[src/rtl/if_fetch_unit.sv]
// Instruction fetch: owns the PC and runs req/ack to imem, buffering one instruction plus PC+4 for IF/ID.
// Latency: first valid 2 cycles after start with zero-wait memory, then 1 instruction per 2 cycles.
// Backpressure: stall_i holds the buffered entry and blocks new requests; redirects flush and drain in-flight fetches.
module if_fetch_unit #(
  parameter int                ADDR_W   = 32,
  parameter logic [ADDR_W-1:0] RESET_PC = '0
) (
  input  logic              clk,
  input  logic              rst_i,
  input  logic              start_i,
  input  logic              stall_i,
  input  logic              branch_i,
  input  logic [ADDR_W-1:0] branch_addr_i,
  input  logic              jump_i,
  input  logic [ADDR_W-1:0] jump_addr_i,
  output logic              imem_req_o,
  output logic [ADDR_W-1:0] imem_addr_o,
  input  logic              imem_ack_i,
  input  logic [31:0]       imem_data_i,
  output logic [31:0]       instr_o,
  output logic [ADDR_W-1:0] addr_o,
  output logic              valid_o
);

  typedef enum logic [1:0] {
    S_IDLE  = 2'd0,
    S_READY = 2'd1,
    S_WAIT  = 2'd2,
    S_DRAIN = 2'd3
  } state_t;

  state_t              state_q, state_d;
  logic [ADDR_W-1:0]   pc_q, pc_d;
  logic [ADDR_W-1:0]   req_addr_q, req_addr_d;
  logic                buf_valid_q, buf_valid_d;
  logic [31:0]         buf_instr_q, buf_instr_d;
  logic [ADDR_W-1:0]   buf_pc4_q, buf_pc4_d;

  logic                redirect;
  logic [ADDR_W-1:0]   target;
  logic                consume;
  logic [ADDR_W-1:0]   req_pc4;

  // Branch wins over jump when both fire; +4 wraps modulo 2^ADDR_W.
  assign redirect = branch_i | jump_i;
  assign target   = branch_i ? branch_addr_i : jump_addr_i;
  assign consume  = buf_valid_q & ~stall_i;
  assign req_pc4  = req_addr_q + ADDR_W'(4);

  // Next-state and datapath updates for the fetch FSM.
  always_comb begin
    state_d     = state_q;
    pc_d        = pc_q;
    req_addr_d  = req_addr_q;
    buf_valid_d = buf_valid_q;
    buf_instr_d = buf_instr_q;
    buf_pc4_d   = buf_pc4_q;

    case (state_q)
      S_IDLE: begin
        if (start_i) begin
          pc_d    = RESET_PC;
          state_d = S_READY;
        end
      end

      S_READY: begin
        if (redirect) begin
          pc_d        = target;
          buf_valid_d = 1'b0;
        end else if (!buf_valid_q || consume) begin
          req_addr_d  = pc_q;
          buf_valid_d = 1'b0;
          state_d     = S_WAIT;
        end
      end

      S_WAIT: begin
        if (redirect) begin
          // Any data returning now belongs to the old stream and is dropped.
          pc_d    = target;
          state_d = imem_ack_i ? S_READY : S_DRAIN;
        end else if (imem_ack_i) begin
          buf_instr_d = imem_data_i;
          buf_pc4_d   = req_pc4;
          buf_valid_d = 1'b1;
          pc_d        = req_pc4;
          state_d     = S_READY;
        end
      end

      S_DRAIN: begin
        // Keep the stale request up until memory answers, then throw the data away.
        if (redirect) begin
          pc_d = target;
        end
        if (imem_ack_i) begin
          state_d = S_READY;
        end
      end

      default: begin
        state_d = S_IDLE;
      end
    endcase
  end

  // State registers with synchronous reset that overrides every other input.
  always_ff @(posedge clk) begin
    if (rst_i) begin
      state_q     <= S_IDLE;
      pc_q        <= '0;
      req_addr_q  <= '0;
      buf_valid_q <= 1'b0;
      buf_instr_q <= '0;
      buf_pc4_q   <= '0;
    end else begin
      state_q     <= state_d;
      pc_q        <= pc_d;
      req_addr_q  <= req_addr_d;
      buf_valid_q <= buf_valid_d;
      buf_instr_q <= buf_instr_d;
      buf_pc4_q   <= buf_pc4_d;
    end
  end

  // Empty buffer presents a NOP bubble (all zeros).
  assign instr_o     = buf_valid_q ? buf_instr_q : 32'h0;
  assign addr_o      = buf_valid_q ? buf_pc4_q : '0;
  assign valid_o     = buf_valid_q;
  assign imem_req_o  = (state_q == S_WAIT) || (state_q == S_DRAIN);
  assign imem_addr_o = req_addr_q;

endmodule

[config.mk]
export PLATFORM = sky130hd
export DESIGN_NAME = if_fetch_unit
export DESIGN_NICKNAME = d
export VERILOG_FILES = /design/src/rtl/if_fetch_unit.sv
export SDC_FILE = /design/constraint.sdc
export NUM_CORES = 1
export LEC_CHECK = 0
export ABC_AREA = 1
export CAP_MARGIN = 10
export CORE_ASPECT_RATIO = 1.5
export CORE_MARGIN = 8
export CORE_UTILIZATION = 64
export CTS_CLUSTER_DIAMETER = 100
export DETAILED_ROUTE_END_ITERATION = 12
export DONT_BUFFER_PORTS = 1
export PLACE_DENSITY = 0.8
export SYNTH_ARGS = -nofsm -noshare
export SYNTH_HDL_FRONTEND = slang
export SYNTH_SLANG_ARGS = --single-unit
[constraint.sdc]
create_clock -name clk -period 2 [get_ports clk]
set_clock_uncertainty 0.1 [all_clocks]
set_input_delay 0.4 -clock clk [delete_from_list [all_inputs] [get_ports clk]]
set_output_delay 0.4 -clock clk [all_outputs]
set_load 0.05 [all_outputs]
After elaboration in Yosys (flattened, before gate mapping)
Index checks and enable logic that the tools add are counted.

word-level totals
  flip-flop bits (word level) = 131
  input bits = 103
  output and inout bits = 98
  word-level logic and storage cells = 53

operators by class
  add/subtract/negate cells = 1
  equal/unequal tests = 11
  mux-type cells = 20
  bitwise logic cells = 4
  reductions and logical operators = 11

operators by type and width
  operator               count
  $mux 32                7
  $pmux 32 s3            1
  $add 32x3->32 const B  1
  $mux 2                 6
  $reduce_and 3->1       4
  $ne 2x2->1 const B     5
  $pmux 2 s4             1
  $ne 3x3->1 const B     2
  $eq 2x2->1 const B     2
  $mux 1                 4
  $reduce_and 4->1       1
  $eq 2x1->1 const B     1
  $logic_not 2->1        1
  $logic_or 1x1->1       2
  $ne 2x1->1 const B     1
  $not 1->1              2
  $pmux 1 s2             1
  $reduce_bool 2->1      1
  $reduce_or 2->1        1
  $and 1x1->1            1
  $logic_not 1->1        1
  $or 1x1->1             1

Longest topological paths before layout
  depth after elaboration = 6
  gate-level depth with buffers = 10
  gate-level depth less buffers = 10

Worst setup path after synthesis
Ideal clock, no wire load.

  path kind = reg2out
  start point = register buf_valid_q (netlist: valid_o)
  end point = output port addr_o[0]
  arrival time = 1.627 ns
  data required time = 1.500 ns
  path slack = -0.127 ns
  cell stages (with the launch flop) = 5
  path buffers = 2
  path through = dfxtp_1 -> clkbuf_1 -> buf_1 -> nand2_1 -> inv_1

between the ends
  word-level cells in the longest chain between the ends = 1

ends and longest elaborated chain
  element                   RTL line  source
  start: declaration        35        logic buf_valid_q, buf_valid_d;
  start signal: assignment  121       buf_valid_q <= buf_valid_d;
  $mux 32                   129       assign addr_o = buf_valid_q ? buf_pc4_q : '0;
  end: declaration          21        output logic [ADDR_W-1:0] addr_o,

No other way between the ends.

Worst setup path in the final report
  start point = register buf_valid_q (netlist: valid_o)
  end point = output port addr_o[27]

Same word-level chain as after synthesis.

==> results.md <==
* Status: finished clean
* Clock-pin slew on the worst setup and hold paths at 60 ps
* Fill count at around 600
* CTS root buffer: clkbuf_16
* Min cycle time layout at roughly 2000 ps
* Worst r2r src: state_q[1]$_SDFFE_PP0P_
* Vias in the first global route at ~7500
* CTS tree: built
* Rows at 46
* Leakage at between 0.004 and 0.005 uW
* Top-Level Pins at 201
* Max transition margin at slightly above 60%
* Cell taking the most area after synthesis: dfxtp_1
* Pre-antenna DRT Iters at 6
* RSZ-0062 raised after global routing: false
* Worst-skew pair later-pin latency at ~420 ps
* Met1 Use GR at around a third
* Share of layout cells above drive strength 1 at 14.2%
* Total GRT Usage at roughly 33%
* Power density cells at 774 nW/um^2
* Die Wd at between 100 and 150 um
* DRT Wirelength at between 20000 and 25000 um
* Post-synth top cells: nand2_1 (343), nor2_1 (164), inv_1 (150)
* Hold Startpoint: imem_data_i[3]
* Count leader, synth: nand2_1
* Number of synthesized register bits at ~130
* Synth Cell Area at just under 7000 um^2
* Final nets at about 1300
* Final worst-path cycle share at between 90% and 100%
* Largest net degree at the start of global routing at 54
* Worst Path Max Fanout at 33
* Die area at about 14000 um^2
* Ys Warns at 0
* Worst slack, placed at about 140 ps
* Synth top area share at 38.5%
* Depth of the most critical reg-to-reg path at 8
* Placed inst area at about 8500 um^2
* Number of synthesized flops with an enable pin at 0
* Top cells by area, synth: dfxtp_1 (39%), nand2_1 (19%), nor2_1 (9.0%)
* Synth unique cells at 32
* Max-cap check violation count at 0
* Avg Inst Size Synth at 6.11 um^2
* Met3 Usage GRT at around 8.1%
* Reg area at roughly 2600 um^2
* Routed wire per std cell at roughly 18 um
* Final Instance Area at slightly above 9000 um^2
* Critical path origin: valid_o$_SDFFE_PP0P_
* Worst-Margin Slew at 564 ps
* Worst hold-check path type: in2reg
* Slew Viols, Final at 0
* Global-route wire length before repair at 37200 um
* Starting density of the core at 65.0%
* Clock buffer depth at 2
* Footprint of the multi-input gates at approximately 3300 um^2
* Register area share after synthesis at about two fifths
* DRT antenna net count at 0
* Setup violations, final at 0
* Drc violations at 0
* Post-Syn Nets at 1219
* Crit end category: primary output
* CP required at 1500 ps
* Final worst slack at 43.5 ps
* Initial drt markers at around 560
* Mapped Cells at 1115
* IO Port Bufs at 0
* Area Growth Syn to Fin at 33.5%
* ANT cells at 0
* GRT busiest layer: met2
* HPWL Detailed at between 15000 and 20000 um
* Met2 Use GR at between 50 and 60%
* Setup TNS at 0 ps
* Initial antenna violation count at 0
* Arrival time of the worst setup path at around 1500 ps
* Core Area at 10500 um^2
* Post-synth ARST share at 0%
* H-tree Lvls at 4
* CTS Buf Count at 17
* GP Congestion at approximately 1
* Die H at around 140 um
* FMAX at 511 MHz
* Remaining global-route overflow at 0
* Fin util at ~87%
* CTS sink cnt at roughly 130
* Fin. Hold Viols at 0
* CP Class: reg2out
* Final Power at 7040 uW
* Worst vdd ir at 0.620 mV
* Vias at 7592
* Ys flop type: dfxtp_1
* WHS Path Cells at 2
* CP Launch Type: flip-flop
* Vias per Instance at 5.63
[metal layers]
| metal | wire length (um) | vias to the layer above |
|---|---|---|
| met4 | 1600 | 0 |
| li1 | - | 3566 |
| met5 | 0 | - |
| met1 | 8660 | 3466 |
| met3 | 2050 | 120 |
| met2 | 12300 | 440 |
[layout make-up]
cell class | instances | area share [%]
clock buffers | 19 | 4.87
clock inverters | 13 | 1.75
inverters | 156 | 6.47
multi-input cells | 767 | 36.5
flip-flops and latches | 131 | 28.9
well taps | 144 | 1.98
repair buffers | 118 | 19.5
[path summary, 6_finish.rpt]
| path | slack [ps] | to |
|---|---|---|
| setup / recovery | 40 | addr_o[27] |
| hold / removal | 20 | buf_instr_q[3]$_SDFFE_PP0P_ |
| setup reg to reg | 70 | buf_pc4_q[27]$_SDFFE_PP0P_ |
| hold reg to reg | 350 | imem_addr_o[14]$_SDFFE_PP0P_ |
[stage by stage]
step,std cells,hold WS (ps)
global route,1348,24.6
detailed placement,1315,348
global placement,1315,340
floorplan,1115,330
finish,1348,23.3
CTS,1348,21.0
[cell usage in the layout, fill, tap and decap left out, drive strengths merged, types with 2 or more instances in the layout]
master,synthesis,layout
o211ai,2,2
o21ai,104,104
clkinv,2,7
clkinvlp,0,3
inv,154,156
a211oi,3,3
bufinv,0,3
and2,2,2
or2,3,3
a21oi,100,100
nand3,22,22
nand2,344,344
nor3,4,4
xor2,5,5
nor2,169,169
dfxtp,131,131
buf,34,117
xnor2,4,4
clkbuf,27,19
nand4,2,2
[power breakdown]
| part | total [uW] | internal, uW | switching (uW) | leakage, uW |
|---|---|---|---|---|
| clock | 3190 | 1990 | 1200 | 0.000289 |
| combinational | 978 | 315 | 663 | 0.00312 |
| sequential | 2880 | 2760 | 119 | 0.00107 |
[cell families (layout without fill, tap and decap cells)]
logic type,Yosys count,count (layout),share of synthesized area (%)
and+or+nand+nor,547,547,31.6
DFF,131,131,38.5
buffers and inverters,217,306,12.8
adders and majority gates,1,1,0.184
xor gates and xnor gates,9,9,1.16
AOI/OAI and AO/OA,210,210,15.8
[worst max-delay path, stage by stage, from the launching register on]
cell and delay (ps):
dfxtp_2 390, buf_8 230, nand2_1 110, inv_1 140, buf_12 160
[repair_timing]
action	in CTS	in global routing
buffers inserted	0	0
gates resized for setup	2	9
endpoints found under the hold margin	11	0
hold buffers	1	0
setup endpoints to repair	6	42
[state kept, by name, indices dropped and copies added (netlist names)]
register and count:
buf_pc4_q 32, pc_q 32, buf_instr_q 32, valid_o 1
imem_addr_o 32, state_q 2
Note: power is estimated with default switching activity, not from simulation.
